[src/rtl/uart_timer_pkg.sv]
// Shared types and constants for the UART receive bit-timing engine.
// Bit-type decode lives here so the frame sequencer stays compact.
package uart_timer_pkg;

  typedef enum logic [1:0] {
    START  = 2'd0,
    DATA   = 2'd1,
    PARITY = 2'd2,
    STOP   = 2'd3
  } bit_type_t;

  typedef enum logic {
    IDLE = 1'b0,
    RUN  = 1'b1
  } state_t;

  localparam int MIN_DIVISOR   = 2;
  localparam int MIN_DATA_BITS = 5;

  function automatic bit_type_t decode_type(
    input logic [3:0] idx,
    input logic [3:0] nd,
    input logic       par
  );
    bit_type_t t;
    if (idx == 4'd0)
      t = START;
    else if (idx <= nd)
      t = DATA;
    else if (par && idx == nd + 4'd1)
      t = PARITY;
    else
      t = STOP;
    return t;
  endfunction

endpackage

[src/rtl/uart_baud_counter.sv]
// Loadable down-counter; tc is high while the count sits at zero.
// Load takes priority over the decrement.
module uart_baud_counter #(
  parameter int DIV_W = 16
) (
  input  logic             clk,
  input  logic             rst,
  input  logic             load,
  input  logic [DIV_W-1:0] load_val,
  input  logic             enable,
  output logic             tc
);

  logic [DIV_W-1:0] cnt_q, cnt_d;

  always_comb begin
    cnt_d = cnt_q;
    if (load)
      cnt_d = load_val;
    else if (enable && cnt_q != '0)
      cnt_d = cnt_q - DIV_W'(1);
  end

  always_ff @(posedge clk) begin
    if (rst)
      cnt_q <= '0;
    else
      cnt_q <= cnt_d;
  end

  assign tc = (cnt_q == '0);

endmodule

[src/rtl/uart_frame_timer.sv]
// Programmable UART receive frame timer: centred per-bit strobes,
// bit index/type reporting and end-of-frame pulse.
module uart_frame_timer
  import uart_timer_pkg::*;
#(
  parameter int DIV_W         = 16,
  parameter int MAX_DATA_BITS = 9
) (
  input  logic             clk,
  input  logic             rst,
  input  logic             start,
  input  logic             abort,
  input  logic [DIV_W-1:0] divisor,
  input  logic [3:0]       data_bits,
  input  logic             parity_en,
  input  logic             two_stop,
  output logic             sample_strobe,
  output logic [3:0]       bit_index,
  output bit_type_t        bit_type,
  output logic             packet_done,
  output logic             busy
);

  state_t           state_q, state_d;
  logic [DIV_W-1:0] div_q, div_d;
  logic [3:0]       nd_q, nd_d;
  logic [3:0]       nbits_q, nbits_d;
  logic [3:0]       bit_cnt_q, bit_cnt_d;
  logic             par_q, par_d;
  logic             strobe_q, strobe_d;
  logic             done_q, done_d;
  logic             busy_q, busy_d;
  logic [3:0]       idx_q, idx_d;
  bit_type_t        type_q, type_d;

  logic [DIV_W-1:0] div_in, half_in, cnt_val;
  logic [3:0]       nd_in, nbits_in;
  logic             accept, fire, first_now;
  logic             cnt_load, cnt_en, tc;

  always_comb begin
    div_in = (divisor < DIV_W'(MIN_DIVISOR)) ? DIV_W'(MIN_DIVISOR)
                                             : divisor;
    half_in = div_in >> 1;
    if (data_bits < 4'(MIN_DATA_BITS))
      nd_in = 4'(MIN_DATA_BITS);
    else if (data_bits > 4'(MAX_DATA_BITS))
      nd_in = 4'(MAX_DATA_BITS);
    else
      nd_in = data_bits;
    nbits_in = 4'd1 + nd_in + {3'b000, parity_en}
             + (two_stop ? 4'd2 : 4'd1);
  end

  // Strobe asserts the cycle after terminal count, so reloads are one
  // short; a half-bit of 1 must strobe straight off the start edge.
  assign accept    = (state_q == IDLE) && start && !abort;
  assign fire      = (state_q == RUN) && tc && !abort && !done_q;
  assign first_now = (half_in == DIV_W'(1));
  assign cnt_load  = accept || fire;
  assign cnt_en    = (state_q == RUN);

  always_comb begin
    if (fire)
      cnt_val = div_q - DIV_W'(1);
    else if (first_now)
      cnt_val = div_in - DIV_W'(1);
    else
      cnt_val = half_in - DIV_W'(2);
  end

  uart_baud_counter #(
    .DIV_W (DIV_W)
  ) u_baud_counter (
    .clk      (clk),
    .rst      (rst),
    .load     (cnt_load),
    .load_val (cnt_val),
    .enable   (cnt_en),
    .tc       (tc)
  );

  always_comb begin
    state_d   = state_q;
    div_d     = div_q;
    nd_d      = nd_q;
    nbits_d   = nbits_q;
    bit_cnt_d = bit_cnt_q;
    par_d     = par_q;
    strobe_d  = 1'b0;
    done_d    = 1'b0;
    busy_d    = busy_q;
    idx_d     = idx_q;
    type_d    = type_q;
    unique case (state_q)
      IDLE: begin
        busy_d = 1'b0;
        idx_d  = 4'd0;
        type_d = START;
        if (accept) begin
          state_d   = RUN;
          busy_d    = 1'b1;
          div_d     = div_in;
          nd_d      = nd_in;
          par_d     = parity_en;
          nbits_d   = nbits_in;
          bit_cnt_d = 4'd0;
          if (first_now) begin
            strobe_d  = 1'b1;
            bit_cnt_d = 4'd1;
          end
        end
      end
      RUN: begin
        if (abort || done_q) begin
          state_d = IDLE;
          busy_d  = 1'b0;
          idx_d   = 4'd0;
          type_d  = START;
        end else if (tc) begin
          strobe_d  = 1'b1;
          idx_d     = bit_cnt_q;
          type_d    = decode_type(bit_cnt_q, nd_q, par_q);
          bit_cnt_d = bit_cnt_q + 4'd1;
          done_d    = (bit_cnt_q == nbits_q - 4'd1);
        end
      end
      default: state_d = IDLE;
    endcase
  end

  always_ff @(posedge clk) begin
    if (rst) begin
      state_q   <= IDLE;
      div_q     <= '0;
      nd_q      <= 4'd0;
      nbits_q   <= 4'd0;
      bit_cnt_q <= 4'd0;
      par_q     <= 1'b0;
      strobe_q  <= 1'b0;
      done_q    <= 1'b0;
      busy_q    <= 1'b0;
      idx_q     <= 4'd0;
      type_q    <= START;
    end else begin
      state_q   <= state_d;
      div_q     <= div_d;
      nd_q      <= nd_d;
      nbits_q   <= nbits_d;
      bit_cnt_q <= bit_cnt_d;
      par_q     <= par_d;
      strobe_q  <= strobe_d;
      done_q    <= done_d;
      busy_q    <= busy_d;
      idx_q     <= idx_d;
      type_q    <= type_d;
    end
  end

  assign sample_strobe = strobe_q;
  assign packet_done   = done_q;
  assign busy          = busy_q;
  assign bit_index     = idx_q;
  assign bit_type      = type_q;

endmodule
[config.mk]
export PLATFORM = sky130hd
export DESIGN_NAME = uart_frame_timer
export DESIGN_NICKNAME = d
export VERILOG_FILES = /design/src/rtl/uart_timer_pkg.sv /design/src/rtl/uart_baud_counter.sv /design/src/rtl/uart_frame_timer.sv
export SDC_FILE = /design/constraint.sdc
export NUM_CORES = 1
export LEC_CHECK = 0
export CAP_MARGIN = 30
export CORE_MARGIN = 4
export CORE_UTILIZATION = 52
export CTS_CLUSTER_SIZE = 16
export DETAILED_ROUTE_END_ITERATION = 6
export PLACE_DENSITY = 0.73
export SLEW_MARGIN = 20
export SYNTH_ARGS = -nofsm -noshare
export SYNTH_HDL_FRONTEND = slang
export SYNTH_SLANG_ARGS = --single-unit
[constraint.sdc]
create_clock -name clk -period 8.4 [get_ports clk]
set_input_delay 1.68 -clock clk [delete_from_list [all_inputs] [get_ports clk]]
set_output_delay 1.68 -clock clk [all_outputs]
set_load 0.01 [all_outputs]
Yosys cells after proc, flatten, opt, wreduce, memory -nomap -nowiden

Index checks and enable logic that the tools add are counted.

Bits in writable memories: 0
Memories kept: 0
Bits in read-only memories: 0
Logic and storage cells: 86
Bits in registers: 55
Bits in latches: 0
Output and inout port bits: 9

Eq/ne operators: 8
$add $sub $neg: 10
Bitwise operators: 2
Muxes and demuxes: 32
Reduce and logical (&&, ||, !) cells: 18
Div/mod/pow operators: 0
Shift operators: 0
$lt $le $gt $ge: 4
Multipliers: 0

Operator list:

| kind                                                        | count |
|---|---|
| two-way mux 16 bit                                          | 5 |
| subtractor 16 x 1 -> 16 bit, second input constant          | 3 |
| two-way mux 4 bit                                           | 7 |
| logical NOT 16 bit                                          | 1 |
| less-than comparator 16 x 2 -> 1 bit, second input constant | 1 |
| one-hot mux 4 bit (2 select lines)                          | 2 |
| nonzero test 16 bit                                         | 1 |
| subtractor 15 x 2 -> 16 bit, second input constant          | 1 |
| equality test 15 x 1 -> 1 bit, second input constant        | 1 |
| two-way mux 2 bit                                           | 5 |
| two-way mux 1 bit                                           | 9 |
| adder 4 x 1 -> 4 bit, second input constant                 | 2 |
| equality test 4 bit                                         | 2 |
| logical AND 1 bit                                           | 7 |
| one-hot mux 1 bit (2 select lines)                          | 3 |
| adder 1 x 4 -> 4 bit, first input constant                  | 1 |
| adder 4 x 1 -> 4 bit                                        | 1 |
| adder 4 x 2 -> 4 bit                                        | 1 |
| > comparator 4 bit, second input constant                   | 1 |
| <= comparator 4 bit                                         | 1 |
| logical NOT 4 bit                                           | 1 |
| less-than comparator 4 x 3 -> 1 bit, second input constant  | 1 |
| inequality test 2 x 1 -> 1 bit, second input constant       | 2 |
| inequality test 2 bit, second input constant                | 2 |
| 10 further kinds                                            | 13 |

Logic depth before layout (Yosys ltp)

Gate-level depths: netlist of the first run.

Word-level depth: 9
Depth in mapped cells: 11

By module

Synthesis of the first run repeated with hierarchy kept, for this count alone.

Cells, all modules: 455
Area total of the unflattened synthesis: 3604.7 um^2

By module, submodules not included:

| module            | times used | area each (um^2) | cells each | seq. area each (um^2) |
|---|---|---|---|---|
| uart_frame_timer  | 1          | 2660.1           | 341        | 780.7 |
| uart_baud_counter | 1          | 944.7            | 114        | 320.3 |

Worst setup path after synthesis of the first run

No wires, ideal clock.

Path kind: input port to flip-flop
Start: in divisor[4]
End: reg u_baud_counter.cnt_q[8]
Setup slack: 4110 ps
Data arrival time: 4198 ps
Cell stages on the path: 11
Setup time: 92 ps
Cell sequence: clkbuf_1 -> or4_4 -> or4_4 -> buf_6 -> o21ai_2 -> ha_1 -> nand2b_1 -> a211oi_1 -> or3_1 -> a32o_1 -> nor4_1

Longest elaborated chain between the ends: 6
Elaborated cells between the ends (all ways): 8
Classes of those cells: add/sub: 2; order compare: 1; eq/ne: 1; mux: 4

RTL lines:

| item                                                      | line                    | source |
|---|---|---|
| from (decl)                                               | uart_frame_timer.sv:13  | `input logic [DIV_W-1:0] divisor,` |
| less-than comparator 16 x 2 -> 1 bit                      | uart_frame_timer.sv:42  | `div_in = (divisor < DIV_W'(MIN_DIVISOR)) ? DIV_W'(MIN_DIVISOR)` |
| two-way mux 16 bit (*)                                    | uart_frame_timer.sv:42  |  |
| subtractor 16 x 1 -> 16 bit, or another cell as far along | uart_frame_timer.sv:67  | `cnt_val = div_in - DIV_W'(1);` |
| two-way mux 16 bit (*)                                    | uart_frame_timer.sv:66  | `else if (first_now)` |
| two-way mux 16 bit (*)                                    | uart_frame_timer.sv:64  | `if (fire)` |
| two-way mux 16 bit (*)                                    | uart_baud_counter.sv:18 | `if (load)` |
| to (signal assigned)                                      | uart_baud_counter.sv:28 | `cnt_q <= cnt_d;` |
| to (decl)                                                 | uart_baud_counter.sv:14 | `logic [DIV_W-1:0] cnt_q, cnt_d;` |

Every way passes the cells marked *; elsewhere a longest branch is shown, timed or not.
A chain may end at the register's enable or synchronous reset.

Worst setup path after layout of the first run

Start: in divisor[6]
End: reg u_baud_counter.cnt_q[8]

Same word-level chain as after synthesis.

==> results.md, run 1 <==
* Design Area, Final at 4250 um^2
* Hold WC Path Type: reg -> reg
* Gr usage total at 0.235
* Synth top area cells: dfxtp_1 (29%), nand2_1 (7.1%), ha_1 (6.3%)
* Global-route wire length before repair at 16500 um
* Crit. End Element: flip-flop
* Power per cell area at 151 nW/um^2
* Top-Level Pins at 35
* Worst Path Arrival at 4.86 ns
* Routability Congestion at 0.906
* Max cap viols at 0
* Seq/Total Area, Yosys at 0.290
* Detailed placer's ending HPWL at 7350 um
* Design Power at 641 uW
* Detail Route Antenna Nets at 0
* Top-area cell type share of the netlist area at 0.290
* Final Hold Fails at 0
* GRT overflow at 0
* Clock sinks at 55
* CTS Hold Bufs at 0
* Starting DRT DRC Count at slightly above 300
* Type of element launching the critical path: primary input
* Final setup viols at 0
* Setup ws final at 3.78 ns
* Worst Path Required at 8.64 ns
* Cell Rows at 30
* Net Count, Synth at approximately 540
* Starting density of the core at 0.548
* CTS resizes at 0
* Total negative slack at 0 ns
* Synth Register Bits at 55
* Worst-path fanout max at 8
* Dominant cell type by area after synthesis: dfxtp_1
* Num CTS Buffers at 5
* Worst setup path class: in -> reg
* Place WS at between 3 and 4 ns
* Port bufs at 34
* Post-synth EDFFs at 0
* Final Max Tran Viols at 0
* Multi-input logic area at about 2500 um^2
* Pin count of the biggest net entering global routing at 45
* Tightest Pin Transition at 0.796 ns
* VDD IR-drop max at 66.1 uV
* Root buffer cell: clkbuf_8
* Bufs on Longest Clock Path at 2
* Register area at 1100 um^2
* Lkg Pwr at roughly 0.0015 uW
* Cell variety after synth at between 60 and 70
* Drt first pass iters at 5
* Core Area at 6940 um^2
* Layout cells sized above 1 at 0.0556
* Die area at between 8000 and 9000 um^2
* Max Clock Freq at 216 MHz
* DR vias at 3680
* Skew final at 0.00608 ns
* Initial antenna violation count at 0
* Cells after Synth at 489
* Vias per cell at 6.13
* Nets at 549
* Drt drc at 0
* H-tree levels at 2
* Post-layout min period at 4.62 ns
* Status: completed
* Slew margin rel. at 0.469
* Ant diodes at 0
* Synth async-reset ratio at 0
* Avg Inst Size Synth at 7.78 um^2
* Hold slack at approximately 0.45 ns
* Post-CTS Setup Bufs at 0
* Clock-pin slew on the worst setup and hold paths at 0.10 ns
* Die extent in y at 93.5 um
* RSZ-0062 raised after global routing: no
* # fillers at 664
* Synth Flop Type: dfxtp_1
* Mapped cell area at 3800 um^2
* Final period util at 0.550
* Final wirelength at 10000 um
* Worst-Skew Late Latency at 0.32 ns
* Area added between synthesis and finish at 11.7%
* Placed cell area at 4160 um^2
* Number of global-route vias before repair at 3362
* Routed WL per cell at 16.7 um
* YS warnings at 0
* TritonCTS clock tree: yes
* Die Width at 93.5 um
-- registers in the layout (all words and copies together), names as in the netlist --
| signal | cells |
|---|---|
| nd_q | 4 |
| par_q | 1 |
| bit_cnt_q | 4 |
| bit_index | 4 |
| packet_done | 1 |
| u_baud_counter.cnt_q | 16 |
| sample_strobe | 1 |
| bit_type | 2 |
| nbits_q | 4 |
| div_q | 16 |
| cnt_en | 1 |
| busy | 1 |
-- worst max-delay path: stages --
cell and delay, ns:
clkdlybuf4s50_1 0.52, or4_4 0.61, or4_4 0.63, o21ai_2 0.17, ha_1 0.21, nand2b_1 0.18, a211oi_1 0.12, or3_1 0.32
a32o_1 0.26, nor4_1 0.15
-- metal layers --
metal  part of all wire  track usage  up-vias
met5                  0            0        -
met4              0.014       0.0611        0
met3              0.083       0.0362       15
met2               0.45        0.372      158
met1               0.46        0.331     1713
li1                   -            -     1794
-- power breakdown --
| part | switching (uW) | leakage [uW] | internal (uW) |
|---|---|---|---|
| logic | 108 | 0.00103 | 79.6 |
| clock network | 94.2 | 0.0000418 | 60.2 |
| registers | 22.0 | 0.000449 | 277 |
| total | 224 | 0.00152 | 417 |
-- worst paths after layout --
| path | from | depth (start not counted) | end | slack [ns] |
|---|---|---|---|---|
| setup / recovery | divisor[6] | 10 | u_baud_counter.cnt_q[8]$_SDFFE_PP0P_ | 3.78 |
| hold reg to reg | bit_index[1]$_SDFFE_PP0P_ | 2 | bit_index[1]$_SDFFE_PP0P_ | 0.45 |
| setup reg to reg | u_baud_counter.cnt_q[0]$_SDFFE_PP0P_ | 7 | u_baud_counter.cnt_q[13]$_SDFFE_PP0P_ | 5.39 |
| hold / removal | bit_index[1]$_SDFFE_PP0P_ | 2 | bit_index[1]$_SDFFE_PP0P_ | 0.45 |
-- cells in the final DEF (no fill, tap or decap), types with 19 or more instances in the layout --
cell / count
a21oi_1: 46
nor2_1: 29
ha_1: 19
dfxtp_1: 55
inv_1: 22
nand2_1: 72
nor3_1: 23
xnor2_1: 26
clkdlybuf4s50_1: 34
-- cell type report --
| class | instances | area share |
|---|---|---|
| timing repair buffer | 36 | 0.0837 |
| clock buffer | 6 | 0.0171 |
| inverter | 22 | 0.0194 |
| sequential | 55 | 0.259 |
| clock inverter | 2 | 0.00383 |
| tap | 96 | 0.0283 |
| multi-input combinational | 383 | 0.589 |
-- synthesized netlist by cell type (all sizes together), types with 7 or more instances --
cell type and n:
a21oi 46, o21ai 14, xnor2 26, inv 22, nor4 13, ha 19, nor2 30, nor3 23
a211oi 8, nand2 72, clkbuf 23, nand4 7, or3 8, nand3 14, dfxtp 55, xor2 14
-- cell families after synthesis --
family,Yosys count,share of synthesized area
muxes,4,0.0109
xor gates and xnor gates,40,0.0921
DFF,55,0.290
and+or+nand+nor,207,0.292
AOI/OAI and AO/OA,112,0.194
adders and majority gates,20,0.0678
buffers and inverters,51,0.0543
-- stage by stage --
stage / util / std cells
CTS: 0.612 / 600
global route: 0.612 / 600
finish: 0.612 / 600
floorplan: - / 489
global placement: 0.599 / 592
detailed placement: 0.599 / 592
Power figures use the tool's default switching activity.
==> run 2: changes to the inputs <==
==> constraint.sdc (replaced) <==
create_clock -name clk -period 4.51 [get_ports clk]
set_input_delay 0.902 -clock clk [delete_from_list [all_inputs] [get_ports clk]]
set_output_delay 0.902 -clock clk [all_outputs]
set_load 0.01 [all_outputs]
==> run 2 against run 1 <==
Against the previous run:
- register-to-register slack lost 3.6 ns
- setup slack lost 3.2 ns
- largest cell class unchanged
- utilization grew 0.34 points
- flip-flop and latch count is the same
- hold slack is essentially flat
- non-clock buffer count grew 3
- critical path type unchanged
- power grew 86%
- sequential share of layout area shrank 0.14 points
==> results.md, run 2 (synthesized netlist as in run 1, its figures left out) <==
* Die Width at 93.5 um (unchanged)
* TritonCTS clock tree: yes
* Worst-Skew Late Latency at 0.31 ns (about the same)
* CTS Hold Bufs at 0 (unchanged)
* Starting density of the core at 0.548 (unchanged)
* Drt drc at 0 (unchanged)
* Worst Path Required at 4.70 ns (-3.94 ns)
* Type of element launching the critical path: primary input
* Tightest Pin Transition at 0.874 ns (+0.0785 ns)
* Commonest non-fill, non-tap cell in the layout: nand2_1
* Pin count of the biggest net entering global routing at 44 (-2.2%)
* Detail Route Antenna Nets at 0 (unchanged)
* Drt first pass iters at 5 (unchanged)
* Skew final at 0.00621 ns (+0.000129 ns)
* Final Hold Fails at 0 (unchanged)
* # fillers at 655 (-1.4%)
* Worst-path fanout max at 8 (unchanged)
* Worst path top cell family by delay: simple AND/OR/NAND/NOR gates
* Area added between synthesis and finish at 12.3%
* Nets at 552 (+0.55%)
* Die area at 8740 um^2 (unchanged)
* Routability Congestion at 0.900 (-0.64%)
* Max Clock Freq at 251 MHz
* Finished Layout Cells at 603 (+0.50%)
* WP buf/inv at 1 (unchanged)
* Hold slack at 0.454 ns (+0.000190 ns)
* Hold WC Path Type: reg -> reg
* VDD IR-drop max at 131 uV (+99%)
* Starting DRT DRC Count at 267 (-13%)
* Final wirelength at 9930 um (-0.92%)
* Root buffer cell: clkbuf_8
* Routed WL per cell at 16.5 um (-1.4%)
* Final Max Tran Viols at 0 (unchanged)
* Bufs on Longest Clock Path at 2 (unchanged)
* GRT overflow at 0 (unchanged)
* Final period util at 0.883
* Global-route wire length before repair at 16700 um (+1.0%)
* Design Power at 1190 uW (+86%)
* H-tree levels at 2 (unchanged)
* Power per cell area at 280 nW/um^2 (+85%)
* Number of global-route vias before repair at 3372 (+0.30%)
* Layout cells sized above 1 at 0.0611 (+0.00559)
* Detailed placer's ending HPWL at 7270 um (-1.0%)
* Status: completed
* Lkg Pwr at 0.00153 uW (+1.2%)
* CTS resizes at 0 (unchanged)
* Maximum single-stage delay on the critical path at 0.63 ns (about the same)
* Slowest cell on the critical path: or4_4
* Vias per cell at 6.00 (-2.2%)
* Port bufs at 34 (unchanged)
* Gr usage total at 0.237 (+0.00229)
* RSZ-0062 raised after global routing: no
* Ant diodes at 0 (unchanged)
* Post-layout min period at 3.98 ns
* Worst setup path class: in -> reg
* Clock sinks at 55 (unchanged)
* Largest regs: div_q (16), u_baud_counter.cnt_q (16)
* Cell mode on critical path: or4_4
* Post-CTS Setup Bufs at 0 (unchanged)
* Total negative slack at 0 ns (unchanged)
* Crit. End Element: flip-flop
* Dpl cells at 595 (+0.51%)
* Worst path cell trace: clkdlybuf4s50_1, or4_4, or4_4, o21ai_2, ha_1, nand2b_1, a211oi_1, or3_1, a32o_1, nor4_1
* Commonest cells after routing, fill and taps aside: nand2_1 (72), dfxtp_1 (55), a21oi_1 (46), clkdlybuf4s50_1 (34), nor2_1 (29)
* Num CTS Buffers at 5 (unchanged)
* Slew margin rel. at 0.417 (-0.0523)
* DR vias at 3618 (-1.7%)
* Max cap viols at 0 (unchanged)
* Core Area at 6940 um^2 (unchanged)
* Clock-pin slew on the worst setup and hold paths at 0.10 ns (about the same)
* Die extent in y at 93.5 um (unchanged)
* Cell Rows at 30 (unchanged)
* Worst Path Arrival at 4.18 ns (-0.68 ns)
* Initial antenna violation count at 0 (unchanged)
* Top-Level Pins at 35 (unchanged)
* Final setup viols at 0 (unchanged)
-- run 2: cell types whose count changed in the layout (fill, tap and decap cells not counted) --
cell / delta
inv_6: -1
clkinv_4: +2
buf_4: +3
clkinvlp_4: -1
-- run 2: final timing paths --
check	end	cells past startpoint	slack, ns	from
hold / removal	bit_index[0]$_SDFFE_PP0P_	2	0.45	bit_index[0]$_SDFFE_PP0P_
setup / recovery	u_baud_counter.cnt_q[8]$_SDFFE_PP0P_	10	0.53	divisor[7]
setup reg to reg	u_baud_counter.cnt_q[2]$_SDFFE_PP0P_	7	1.83	u_baud_counter.cnt_q[0]$_SDFFE_PP0P_
hold reg to reg	bit_index[0]$_SDFFE_PP0P_	2	0.45	bit_index[0]$_SDFFE_PP0P_
-- run 2: worst register-to-register path: stages, from the launching register on --
cell and delay, ns:
dfxtp_1 0.33, inv_1 0.13, ha_1 0.18, nor4b_2 0.39, and4_1 0.59, a21oi_1 0.39
a221o_1 0.42, a31oi_1 0.17
-- run 2: layer usage --
layer | part of all wire | global-route usage | up-vias
met5 | 0 | 0 | -
met4 | 0.016 | 0.0769 | 0
met3 | 0.065 | 0.0298 | 13
met2 | 0.44 | 0.369 | 136
met1 | 0.48 | 0.337 | 1667
li1 | - | - | 1802
-- run 2: layout make-up --
type | instances | area (um^2) | share of cell area
clock inverter | 2 | 17.5 | 0.00410
clock buffer | 6 | 72.6 | 0.0170
sequential | 55 | 1100 | 0.258
tap | 96 | 120 | 0.0281
timing repair buffer | 39 | 378 | 0.0885
multi-input combinational | 383 | 2500 | 0.585
inverter | 22 | 82.6 | 0.0193
-- run 2: metrics by stage --
stage          setup slack (ns)   util  area (um^2)
6_report                  0.527  0.615         4270
5_1_grt                   0.417  0.615         4270
4_1_cts                   0.563  0.615         4270
3_5_place_dp              0.243  0.602         4180
3_3_place_gp              0.441  0.602         4180
2_1_floorplan             0.998      -         3800
-- run 2: power breakdown --
part	switching [uW]	total (uW)	internal [uW]
sequential	41.4	557	515
clock	174	286	112
combinational	201	351	150
==> run 3: changes to the inputs <==
--- a/config.mk
+++ b/config.mk
@@ -11,6 +11,7 @@
 export CTS_CLUSTER_SIZE = 16
 export DETAILED_ROUTE_END_ITERATION = 6
 export PLACE_DENSITY = 0.73
+export SETUP_SLACK_MARGIN = 0.3
 export SLEW_MARGIN = 20
 export SYNTH_ARGS = -nofsm -noshare
 export SYNTH_HDL_FRONTEND = slang
==> results of run 3 <==
Same layout as run 2: the final DEF is identical, and so are final timing and power.
==> variant (settings of run 2) <==
Make the reset (`rst`) asynchronous in 2 clocked blocks.
--- a/src/rtl/uart_baud_counter.sv
+++ b/src/rtl/uart_baud_counter.sv
@@ -21,7 +21,7 @@
       cnt_d = cnt_q - DIV_W'(1);
   end
 
-  always_ff @(posedge clk) begin
+  always_ff @(posedge clk or posedge rst) begin
     if (rst)
       cnt_q <= '0;
     else
--- a/src/rtl/uart_frame_timer.sv
+++ b/src/rtl/uart_frame_timer.sv
@@ -129,7 +129,7 @@
     endcase
   end
 
-  always_ff @(posedge clk) begin
+  always_ff @(posedge clk or posedge rst) begin
     if (rst) begin
       state_q   <= IDLE;
       div_q     <= '0;
Behaviour: differs if rst is asserted again (counterexample within 4 cycles, from zero or initial values and one cycle with rst high); with rst held inactive, the same outputs for 10 cycles.
==> variant against run 2 <==
- die area decreased by 0.24%
- total power increased by 13%
- worst setup slack improved by 0.079 ns
- routed wire length decreased by 3.3%
- fmax increased by 2.0%
- synthesized area decreased by 0.26%
- critical endpoint is now u_baud_counter.cnt_q[6]$_DFFE_PP0P_
- sequential share of layout area increased by 6.1 points
- sequential cell count unchanged
- cell area increased by 1.2%
==> variant: results (changes against run 2) <==
status finished clean; Via density 6.10 (+1.7%); grt met2 use 35.2% (-1.7 points); cells after synthesis 430 (-12%); Min-Delay Endpoint bit_index[1]$_DFFE_PP0P_; synth cell count leaders nand2_1, dfrtp_1, nor2_1; Placer Congestion 0.918 (+2.0%); nets 505 (-8.5%); Yosys warnings 0 (unchanged); Compound-Gate Fraction of Synth Area 17.1% (-2.3 points); Post-Synth Adder-Cell Area 6.80% (+0.018 points); vias in the first global route 3178 (-5.8%); GR Util All Layers 22.9% (-0.74 points); CP Launch Point divisor[9]; max layer used met4; hpwl dp 7310 um (+0.48%); WL met2 4180 um (-4.7%); hold path start bit_index[1]$_DFFE_PP0P_; hold_buf cts 0 (unchanged); largest net degree at the start of global routing 45 (+2.3%); VDD IR-drop max 0.159 mV (+21%); number of H-tree levels 2 (unchanged); first-pass GRT wire length 16000 um (-4.1%); dpl cells 548 (-7.9%); top cells by area, synth dfrtp_1, ha_1, nand2_1; Worst Max-Slew Pin Slew 0.888 ns (+0.0134 ns); Async S/R FF share, synth 100% (+100 points); WL final 9600 um (-3.3%); 1st-iter DRT viols 240 (-10%); layout cells sized above 1 10.2% (+4.1 points); Hold Crit Class flop to flop; r2r endpoint u_baud_counter.cnt_q[7]$_DFFE_PP0P_; GR Util met1 33.9% (+0.13 points); top_reg_cell synth dfrtp_1; dpl ws 0.306 ns (+0.0634 ns); FF-to-FF setup slack 1.59 ns (-0.24 ns); worst skew pair latency 0.32 ns; Reg2Reg Depth 7 (unchanged); leakage 1.78 nW (+16%); Mapped Nets 476 (-11%); root buf cell clkbuf_8; CP arrival 4.11 ns (-0.07 ns); clk_skew 0.00647 ns (+0.000256 ns); Distinct cells, synth 69 (+6.2%); met3 usage 2.98% (unchanged); Synth Area in XOR/XNOR 9.47% (+0.26 points); register area share after synthesis 36.3% (+7.3 points); origin of the critical flop-to-flop path u_baud_counter.cnt_q[0]$_DFFE_PP0P_; postcts setup bufs 0 (unchanged); Worst-path clk slew 0.11 ns; Crit Path Max Fanout 6 (-2); hold path depth 2 (unchanged); met1 WL 4640 um (-2.0%); Routed wire per std cell 17.3 um (+4.8%); post-synthesis mux area share 0.825% (-0.26 points); Placement Cell Area 4230 um^2 (+1.2%); Resize count post-CTS 0 (unchanged); hold slack 0.497 ns (+0.0435 ns); routed wl met3 574 um (-11%)
## variant: changes by cell type in the layout (fill, tap and decap cells not counted), sizes merged, moves of 7 or more
cell	before	now
dfxtp	55	0
or4	6	13
xor2	14	22
xnor2	26	19
a21oi	46	14
nand2	72	58
o21ai	14	23
dfrtp	0	55
nand3	14	7
## variant: power breakdown
part	total, mW	internal [mW]	switching, mW
sequential	0.660	0.567	0.0939
combinational	0.397	0.185	0.212
clock	0.291	0.113	0.178
## variant: worst max path at each step
stage / endpoint / slack, ns / cells past startpoint
after detailed placement: u_baud_counter.cnt_q[6]$_DFFE_PP0P_ / 0.31 / 10
after global placement: u_baud_counter.cnt_q[6]$_DFFE_PP0P_ / 0.41 / 10
after floorplan: u_baud_counter.cnt_q[6]$_DFFE_PP0P_ / 0.93 / 10
final: u_baud_counter.cnt_q[6]$_DFFE_PP0P_ / 0.61 / 10
after global routing: u_baud_counter.cnt_q[6]$_DFFE_PP0P_ / 0.44 / 10
after CTS: u_baud_counter.cnt_q[6]$_DFFE_PP0P_ / 0.63 / 10
## variant: cell type report
class | instances | area [um^2]
sequential | 55 | 1380
tap | 96 | 120
clock buffer | 5 | 68.8
clock inverter | 3 | 23.8
timing repair buffer | 43 | 408
multi-input combinational | 331 | 2240
inverter | 23 | 86.3
fill | 606 | 2620
## variant: cell families (layout without fill, tap and decap cells)
family / after synthesis / count (layout)
simple gates: 179 / 179
compound gates: 88 / 88
flops: 55 / 55
buf+inv: 44 / 74
xor+xnor: 41 / 41
fa+ha+maj: 20 / 20
mux: 3 / 3
## variant: critical path, cell delays in order
cell and delay (ns):
clkdlybuf4s50_1 0.49, or4_1 0.62, or4_4 0.49, o21ai_0 0.25, ha_1 0.23, nand2b_1 0.16, a21boi_0 0.18, o31ai_4 0.32
o22ai_1 0.14, a311o_1 0.34
